[src/rtl/vga_timing_gen_if.sv]
// ============================================================================
// Module   : vga_timing_gen_if
// Brief    : Source-side and pin-side signals of the VGA timing generator.
// Revision : 1.0
// ============================================================================
`default_nettype none

interface vga_timing_gen_if #(
    parameter int CW = 10
);
    logic [1:0]    mode;
    logic [15:0]   pix_data;
    logic          pix_req;
    logic [CW-1:0] pix_x;
    logic [CW-1:0] pix_y;
    logic          hsync;
    logic          vsync;
    logic          de;
    logic [15:0]   rgb;
    logic          frame_start;

    modport master (
        input  mode, pix_data,
        output pix_req, pix_x, pix_y, hsync, vsync, de, rgb, frame_start
    );

    modport slave (
        output mode, pix_data,
        input  pix_req, pix_x, pix_y, hsync, vsync, de, rgb, frame_start
    );
endinterface

`default_nettype wire

[src/rtl/vga_timing_gen.sv]
// ============================================================================
// Module   : vga_timing_gen
// Brief    : Parametrised VGA timing with 2-stage pixel output path and modes.
// Revision : 1.0
// ============================================================================
`default_nettype none

module vga_timing_gen #(
    parameter int H_ACTIVE = 640,
    parameter int H_FP     = 16,
    parameter int H_SYNC   = 96,
    parameter int H_BP     = 48,
    parameter int V_ACTIVE = 480,
    parameter int V_FP     = 10,
    parameter int V_SYNC   = 2,
    parameter int V_BP     = 33,
    parameter int HS_POL   = 0,
    parameter int VS_POL   = 0,
    parameter int CW       = 10
) (
    input  logic             clk,
    input  logic             rst_n,
    vga_timing_gen_if.master vga
);
    localparam int            c_h_total  = H_ACTIVE + H_FP + H_SYNC + H_BP;
    localparam int            c_v_total  = V_ACTIVE + V_FP + V_SYNC + V_BP;
    localparam logic [CW-1:0] c_h_last   = CW'(c_h_total - 1);
    localparam logic [CW-1:0] c_v_last   = CW'(c_v_total - 1);
    localparam logic [CW-1:0] c_h_act    = CW'(H_ACTIVE);
    localparam logic [CW-1:0] c_v_act    = CW'(V_ACTIVE);
    localparam logic [CW-1:0] c_hs_start = CW'(H_ACTIVE + H_FP);
    localparam logic [CW-1:0] c_hs_end   = CW'(H_ACTIVE + H_FP + H_SYNC);
    localparam logic [CW-1:0] c_vs_start = CW'(V_ACTIVE + V_FP);
    localparam logic [CW-1:0] c_vs_end   = CW'(V_ACTIVE + V_FP + V_SYNC);
    localparam logic          c_hs_on    = (HS_POL != 0);
    localparam logic          c_vs_on    = (VS_POL != 0);
    // Guard against a zero bar width for very narrow configurations.
    localparam int            c_bar_w_i  = (H_ACTIVE / 8 > 0) ? H_ACTIVE / 8 : 1;
    localparam logic [CW-1:0] c_bar_w    = CW'(c_bar_w_i);

    logic [CW-1:0] r_h_cnt, r_v_cnt;
    logic          w_pix_req, w_hs_act, w_vs_act;
    logic [1:0]    r_mode_q;

    always_ff @(posedge clk) begin
        if (!rst_n) begin
            r_h_cnt <= '0;
            r_v_cnt <= '0;
        end else if (r_h_cnt == c_h_last) begin
            r_h_cnt <= '0;
            r_v_cnt <= (r_v_cnt == c_v_last) ? '0 : r_v_cnt + 1'b1;
        end else begin
            r_h_cnt <= r_h_cnt + 1'b1;
        end
    end

    assign w_pix_req = (r_h_cnt < c_h_act) && (r_v_cnt < c_v_act) && rst_n;
    assign w_hs_act  = (r_h_cnt >= c_hs_start) && (r_h_cnt < c_hs_end);
    assign w_vs_act  = (r_v_cnt >= c_vs_start) && (r_v_cnt < c_vs_end);

    assign vga.pix_req = w_pix_req;
    assign vga.pix_x   = w_pix_req ? r_h_cnt : '0;
    assign vga.pix_y   = w_pix_req ? r_v_cnt : '0;

    // Mode only changes on a frame boundary so a frame is never mixed.
    always_ff @(posedge clk) begin
        if (!rst_n) begin
            r_mode_q <= 2'd0;
        end else if (r_h_cnt == '0 && r_v_cnt == '0) begin
            r_mode_q <= vga.mode;
        end
    end

    logic          r_de1, r_hs1, r_vs1;
    logic [CW-1:0] r_x1, r_y1;

    always_ff @(posedge clk) begin
        if (!rst_n) begin
            r_de1 <= 1'b0;
            r_hs1 <= ~c_hs_on;
            r_vs1 <= ~c_vs_on;
            r_x1  <= '0;
            r_y1  <= '0;
        end else begin
            r_de1 <= w_pix_req;
            r_hs1 <= w_hs_act ? c_hs_on : ~c_hs_on;
            r_vs1 <= w_vs_act ? c_vs_on : ~c_vs_on;
            r_x1  <= vga.pix_x;
            r_y1  <= vga.pix_y;
        end
    end

    // Grayscale: expand RGB565 to 8-bit channels, weighted sum, keep Y[7:2].
    logic [7:0]  w_r8, w_g8, w_b8;
    logic [15:0] w_y;
    logic [5:0]  w_luma6;
    logic [15:0] w_gray;

    assign w_r8    = {vga.pix_data[15:11], vga.pix_data[15:13]};
    assign w_g8    = {vga.pix_data[10:5],  vga.pix_data[10:9]};
    assign w_b8    = {vga.pix_data[4:0],   vga.pix_data[4:2]};
    assign w_y     = 16'd77 * {8'd0, w_r8} + 16'd150 * {8'd0, w_g8} + 16'd29 * {8'd0, w_b8};
    assign w_luma6 = 6'(w_y >> 10);
    assign w_gray  = {w_luma6[5:1], w_luma6, w_luma6[5:1]};

    logic [CW-1:0] w_bar_raw;
    logic [2:0]    w_bar_idx;
    logic [15:0]   w_bar;

    assign w_bar_raw = r_x1 / c_bar_w;
    assign w_bar_idx = (w_bar_raw > CW'(7)) ? 3'd7 : w_bar_raw[2:0];

    always_comb begin
        w_bar = 16'h0000;
        case (w_bar_idx)
            3'd0:    w_bar = 16'hFFFF;
            3'd1:    w_bar = 16'hFFE0;
            3'd2:    w_bar = 16'h07FF;
            3'd3:    w_bar = 16'h07E0;
            3'd4:    w_bar = 16'hF81F;
            3'd5:    w_bar = 16'hF800;
            3'd6:    w_bar = 16'h001F;
            default: w_bar = 16'h0000;
        endcase
    end

    logic [15:0] w_rgb;

    always_comb begin
        w_rgb = 16'h0000;
        if (r_de1) begin
            case (r_mode_q)
                2'd0:    w_rgb = vga.pix_data;
                2'd1:    w_rgb = w_gray;
                2'd2:    w_rgb = w_bar;
                default: w_rgb = 16'h0000;
            endcase
        end
    end

    logic        r_de2, r_hs2, r_vs2, r_fs2;
    logic [15:0] r_rgb2;

    always_ff @(posedge clk) begin
        if (!rst_n) begin
            r_de2  <= 1'b0;
            r_hs2  <= ~c_hs_on;
            r_vs2  <= ~c_vs_on;
            r_rgb2 <= 16'h0000;
            r_fs2  <= 1'b0;
        end else begin
            r_de2  <= r_de1;
            r_hs2  <= r_hs1;
            r_vs2  <= r_vs1;
            r_rgb2 <= w_rgb;
            r_fs2  <= r_de1 && (r_x1 == '0) && (r_y1 == '0);
        end
    end

    assign vga.de          = r_de2;
    assign vga.hsync       = r_hs2;
    assign vga.vsync       = r_vs2;
    assign vga.rgb         = r_rgb2;
    assign vga.frame_start = r_fs2;

endmodule

`default_nettype wire
[src/flat_wrapper.sv]
// flat-port wrapper written by rule: the top's interface ports become plain ports
module vga_timing_gen_flat 
#(
    parameter int H_ACTIVE = 640,
    parameter int H_FP     = 16,
    parameter int H_SYNC   = 96,
    parameter int H_BP     = 48,
    parameter int V_ACTIVE = 480,
    parameter int V_FP     = 10,
    parameter int V_SYNC   = 2,
    parameter int V_BP     = 33,
    parameter int HS_POL   = 0,
    parameter int VS_POL   = 0,
    parameter int CW       = 10
)
  (clk, rst_n, vga_mode, vga_pix_data, vga_pix_req, vga_pix_x, vga_pix_y, vga_hsync, vga_vsync, vga_de, vga_rgb, vga_frame_start);
  vga_timing_gen_if #(.CW(CW)) vga_i ();
  input  logic clk;
  input  logic rst_n;
  input wire logic [$bits(vga_i.mode)-1:0] vga_mode;
  input wire logic [$bits(vga_i.pix_data)-1:0] vga_pix_data;
  output wire logic [$bits(vga_i.pix_req)-1:0] vga_pix_req;
  output wire logic [$bits(vga_i.pix_x)-1:0] vga_pix_x;
  output wire logic [$bits(vga_i.pix_y)-1:0] vga_pix_y;
  output wire logic [$bits(vga_i.hsync)-1:0] vga_hsync;
  output wire logic [$bits(vga_i.vsync)-1:0] vga_vsync;
  output wire logic [$bits(vga_i.de)-1:0] vga_de;
  output wire logic [$bits(vga_i.rgb)-1:0] vga_rgb;
  output wire logic [$bits(vga_i.frame_start)-1:0] vga_frame_start;
  assign vga_i.mode = vga_mode;
  assign vga_i.pix_data = vga_pix_data;
  assign vga_pix_req = vga_i.pix_req;
  assign vga_pix_x = vga_i.pix_x;
  assign vga_pix_y = vga_i.pix_y;
  assign vga_hsync = vga_i.hsync;
  assign vga_vsync = vga_i.vsync;
  assign vga_de = vga_i.de;
  assign vga_rgb = vga_i.rgb;
  assign vga_frame_start = vga_i.frame_start;
  vga_timing_gen #(.H_ACTIVE(H_ACTIVE), .H_FP(H_FP), .H_SYNC(H_SYNC), .H_BP(H_BP), .V_ACTIVE(V_ACTIVE), .V_FP(V_FP), .V_SYNC(V_SYNC), .V_BP(V_BP), .HS_POL(HS_POL), .VS_POL(VS_POL), .CW(CW)) u_core (.clk(clk), .rst_n(rst_n), .vga(vga_i));
endmodule
[config.mk]
export PLATFORM = sky130hd
export DESIGN_NAME = vga_timing_gen_flat
export DESIGN_NICKNAME = d
export VERILOG_FILES = /design/src/rtl/vga_timing_gen_if.sv /design/src/rtl/vga_timing_gen.sv /design/src/flat_wrapper.sv
export SDC_FILE = /design/constraint.sdc
export NUM_CORES = 1
export LEC_CHECK = 0
export CAP_MARGIN = 30
export CORE_MARGIN = 5
export CORE_UTILIZATION = 45
export CTS_CLUSTER_SIZE = 24
export DETAILED_ROUTE_END_ITERATION = 16
export PLACE_DENSITY_LB_ADDON = 0.2
export SETUP_SLACK_MARGIN = 0.02
export SYNTH_ARGS = -nofsm -noshare
export SYNTH_HDL_FRONTEND = slang
export SYNTH_SLANG_ARGS = --single-unit
export TNS_END_PERCENT = 50
[constraint.sdc]
create_clock -name clk -period 13.2 [get_ports clk]
set_input_delay 2.64 -clock clk [delete_from_list [all_inputs] [get_ports clk]]
set_output_delay 2.64 -clock clk [all_outputs]
set_load 0.02 [all_outputs]
==> metrics list <==
* Run status: finished clean
- Global routing used 18.5% of the available tracks.
- Counting distinct cell types in the post-synthesis netlist gives 56.
- For this configuration, the core starts out at a cell density of 45.9%.
- Min-Delay Path Depth: 1
* Power per cell area: 241 nW/µm²
- The initial antenna violation count is 0.
- Post-DP HPWL: approximately 11000 µm
- The worst setup path is launched from an input port.
* Synth async-reset ratio: 0%
- Number of enable-type register cells in the synthesized netlist: 0
- After detailed placement, the total cell area comes to between 6000 and 7000 µm².
- P_leak: ~3.1 nW
* Worst Slack Setup Final: 4330 ps
- Including well taps, the total number of placed cells is between 800 and 900.
- Floorplan die area: 15200 µm²
- Post-route clock skew: 3.24 ps
* IO Pins: 61
* Synthesis-to-layout area growth: 17.7%
* Count of final setup violators: 0
* Hold path startpoint: u_core.r_hs1$_SDFF_PN1_
- Synth area leader: sky130_fd_sc_hd__dfxtp_1
- After detailed routing, the number of remaining DRC violations is 0.
* Relative slew slack: 45.9%
- Clock buffers created by TritonCTS: 9
- The synthesized design devotes to its leading area cell type 22.5% of total area.
* Number of vias in the routed layout: 4404
- The critical path in this run is classified as input port to register.
* Average via count per standard cell: 5.14
* WL final: 13100 µm
* Post-layout instance count excluding filler cells: about 860
* Unrepaired setup endpoints after global routing: false
- For the worst flop-to-flop path, the logic depth is 6.
- Sequential elements use 22.5% of the synthesized area.
* Core Region: 12600 µm²
- Counting every sink on the clock net gives 65.
* Reg2Reg Setup Slack: 11000 ps
- Data arrival time of the critical path: 9070 ps
* Htree depth: 3
- The worst-case IR drop observed on VDD is 0.257 mV.
- Endpoint class of the critical path: register
* DRT iter0 DRCs: approximately 140
* Number of buffers inserted to repair setup after CTS: 0
- Detailed-route wire length per cell: 15.3 µm
- Clock Latency Late Sink: 330 ps
- The finished cells cover 6820 µm².
- The final count of hold timing violations is 0.
- Dividing the final minimum period by the clock period gives 67.2%.
* Final Slew Violations: 0
- Layout Nets: 840
- The first global-routing pass estimated 22100 µm of wire.
- In this design, the stage delay of the slowest critical-path cell is 590 ps.
- The total overflow left after global routing is 0.
- Before antenna repair, the detailed router went through 4 iterations.
- After layout, the minimum clock period comes to roughly 9000 ps.
- Worst min-delay path class: register to register
* I/O Buffers: 59
- Fraction of layout instances using a drive strength above 1: between 3 and 4%
- Vias in the first global route: roughly 4.6k
- The synthesized netlist occupies a cell area of 5790 µm².
* FF-to-FF Start: u_core.r_h_cnt[0]$_SDFF_PP0_
- The root buffer cell chosen for the clock tree is sky130_fd_sc_hd__clkbuf_16.
- Sum of negative setup slack: 0 ps
- CP required: 13400 ps
* Most used flip-flop cell after synthesis: sky130_fd_sc_hd__dfxtp_1
* CTS resizes: 0
- The number of antenna diodes in the final layout is 0.
- Die X-Extent: 123 µm
- TritonCTS built the clock tree.
- Slowest stage cell on the critical path: sky130_fd_sc_hd__clkdlybuf4s50_1
* Post-CTS clock slew at the launch and capture registers of the worst setup and hold paths: 50 ps
- Based on the critical path, the design can be clocked at up to between 100 and 150 MHz.
- Capture instance of the worst register-to-register path: u_core.r_v_cnt[7]$_SDFFE_PN0P_
- Timing analysis after detailed placement gives a worst setup slack of approximately 4000 ps.
- Crit-path max FO: 5
* Count of hold buffers inserted by post-cts repair: 0
- After synthesis, the mean cell area works out to 9.24 µm².
- Synthesis handed over a netlist of 627 instances.
- The Yosys step of the flow raised 0 warnings.
- Number of buffers on the longest clock path: 2
- Residual antenna-violating net count after detailed routing: 0
- Routability-driven placement congestion ratio: between 0.8 and 0.9
- In this run the core area contains 41 standard-cell rows.
* Min-Delay Endpoint: u_core.vga.hsync$_SDFF_PN1_
- Across the run, the number of max-cap violations was 0.
- Height of the die: 123 µm
- After synthesis, the cell types taking the most area are sky130_fd_sc_hd__dfxtp_1 (22%), sky130_fd_sc_hd__ha_1 (19%), sky130_fd_sc_hd__fa_1 (19%).
- Counting flops and latches in the post-synthesis netlist gives between 60 and 70.
- Maximum number of pins on one net before global-route repair: 40
* Actual slew at the worst max-slew pin: 808 ps
## cell families (layout without fill, tap and decap cells)
logic type                 count (synthesis)  in the layout  share of synthesized area [%]
AOI/OAI and AO/OA                         91             91                           9.78
xor gates and xnor gates                  26             26                           3.93
adders and majority gates                142            142                           37.6
buffers and inverters                    119            175                           7.86
DFF                                       65             65                           22.5
muxes                                      5              5                          0.886
other                                      1              2                         0.0647
and+or+nand+nor                          178            178                           17.4
## sequential cells by signal, summed over array words and instances, names as in the netlist
register and cells:
u_core.vga.rgb 16, u_core.r_h_cnt 10, u_core.r_v_cnt 10, u_core.r_x1 10
u_core.r_y1 10, u_core.r_mode_q 2, u_core.r_de1 1, u_core.r_hs1 1
u_core.r_vs1 1, u_core.vga.de 1, u_core.vga.frame_start 1, u_core.vga.hsync 1
u_core.vga.vsync 1
## worst max-delay path by stage
stage / depth (start not counted) / startpoint / end
after floorplan: 24 / vga_pix_data[6] / u_core.vga.rgb[10]$_SDFF_PN0_
after global placement: 25 / vga_pix_data[6] / u_core.vga.rgb[10]$_SDFF_PN0_
after detailed placement: 25 / vga_pix_data[6] / u_core.vga.rgb[15]$_SDFF_PN0_
after CTS: 25 / vga_pix_data[6] / u_core.vga.rgb[10]$_SDFF_PN0_
after global routing: 25 / vga_pix_data[6] / u_core.vga.rgb[10]$_SDFF_PN0_
final: 25 / vga_pix_data[6] / u_core.vga.rgb[15]$_SDFF_PN0_
## cells in the mapped netlist (3+ instances only)
cell type,n
sky130_fd_sc_hd__inv_1,99
sky130_fd_sc_hd__ha_1,87
sky130_fd_sc_hd__dfxtp_1,65
sky130_fd_sc_hd__fa_1,54
sky130_fd_sc_hd__and2_1,41
sky130_fd_sc_hd__a21oi_1,38
sky130_fd_sc_hd__nor2_1,31
sky130_fd_sc_hd__nand2_1,24
sky130_fd_sc_hd__o21ai_0,17
sky130_fd_sc_hd__xor2_1,17
sky130_fd_sc_hd__clkbuf_1,15
sky130_fd_sc_hd__nand3_1,11
sky130_fd_sc_hd__nor2b_1,11
sky130_fd_sc_hd__nor3_1,9
sky130_fd_sc_hd__xnor2_1,9
sky130_fd_sc_hd__nand4_1,8
sky130_fd_sc_hd__nand2b_1,7
sky130_fd_sc_hd__o21a_1,7
sky130_fd_sc_hd__o22ai_1,7
sky130_fd_sc_hd__nor4_1,6
sky130_fd_sc_hd__or3_1,6
sky130_fd_sc_hd__and3_1,5
sky130_fd_sc_hd__buf_2,4
sky130_fd_sc_hd__mux2i_1,4
sky130_fd_sc_hd__a211oi_1,3
sky130_fd_sc_hd__a21o_1,3
sky130_fd_sc_hd__nand3b_1,3
## area by class of cell
class / count / area, µm²
flip-flops and latches: 65 / 1300
fillers: 1187 / 5800
clock inverters: 3 / 40.0
multi-input cells: 444 / 4040
repair buffers: 60 / 598
well taps: 172 / 215
clock buffers: 13 / 250
inverters: 99 / 372
## stage by stage
step                      util, %  total power [mW]  hold WS, ps
after global routing         54.0              1.81          434
after global placement       51.7              1.36          402
final                        54.0              1.64          415
after CTS                    54.0              1.64          417
after floorplan                 -              1.14          386
after detailed placement     51.7              1.40          401
## layout by cell type, fill, tap and decap left out, types with 3 or more instances in the layout
cell | Yosys | routed
sky130_fd_sc_hd__clkdlybuf4s50_1 | 0 | 59
sky130_fd_sc_hd__o21ai_0 | 17 | 17
sky130_fd_sc_hd__nor2b_1 | 11 | 11
sky130_fd_sc_hd__a211oi_1 | 3 | 3
sky130_fd_sc_hd__o22ai_1 | 7 | 7
sky130_fd_sc_hd__o21a_1 | 7 | 7
sky130_fd_sc_hd__clkbuf_16 | 0 | 9
sky130_fd_sc_hd__nand2b_1 | 7 | 7
sky130_fd_sc_hd__nand3b_1 | 3 | 3
sky130_fd_sc_hd__fa_1 | 54 | 54
sky130_fd_sc_hd__nor2_1 | 31 | 31
sky130_fd_sc_hd__xor2_1 | 17 | 17
sky130_fd_sc_hd__and2_1 | 41 | 41
sky130_fd_sc_hd__or3_1 | 6 | 6
sky130_fd_sc_hd__nand2_1 | 24 | 24
sky130_fd_sc_hd__a21o_1 | 3 | 3
sky130_fd_sc_hd__dfxtp_1 | 65 | 65
sky130_fd_sc_hd__mux2i_1 | 4 | 4
sky130_fd_sc_hd__xnor2_1 | 9 | 9
sky130_fd_sc_hd__nand4_1 | 8 | 8
sky130_fd_sc_hd__nor4_1 | 6 | 6
sky130_fd_sc_hd__ha_1 | 87 | 87
sky130_fd_sc_hd__clkbuf_1 | 15 | 3
sky130_fd_sc_hd__inv_1 | 99 | 99
sky130_fd_sc_hd__nand3_1 | 11 | 11
sky130_fd_sc_hd__nor3_1 | 9 | 9
sky130_fd_sc_hd__a21oi_1 | 38 | 38
sky130_fd_sc_hd__and3_1 | 5 | 5
## report_power, final
part           total [mW]  switching, mW  internal, mW
Clock               0.231         0.0806         0.151
Combinational        1.19          0.669         0.525
Sequential          0.219        0.00844         0.211
Total                1.64          0.758         0.886
## critical path: cells and delay by family
family	cells	cell delay, ps
AO/OA/AOI/OAI	5	1140
buffers and inverters	5	800
AND/OR/NAND/NOR	3	350
XOR/XNOR	2	380
adder cells (fa/ha/maj)	10	3760
## routing by layer
layer / track usage [%] / vias up / share of wire, %
met5: 0 / - / 0
met4: 5.54 / 0 / 1.7
met3: 2.97 / 18 / 2.8
met2: 33.7 / 70 / 52
met1: 22.3 / 2139 / 43
li1: - / 2177 / -
No activity file was read; power rests on OpenSTA's default activity.
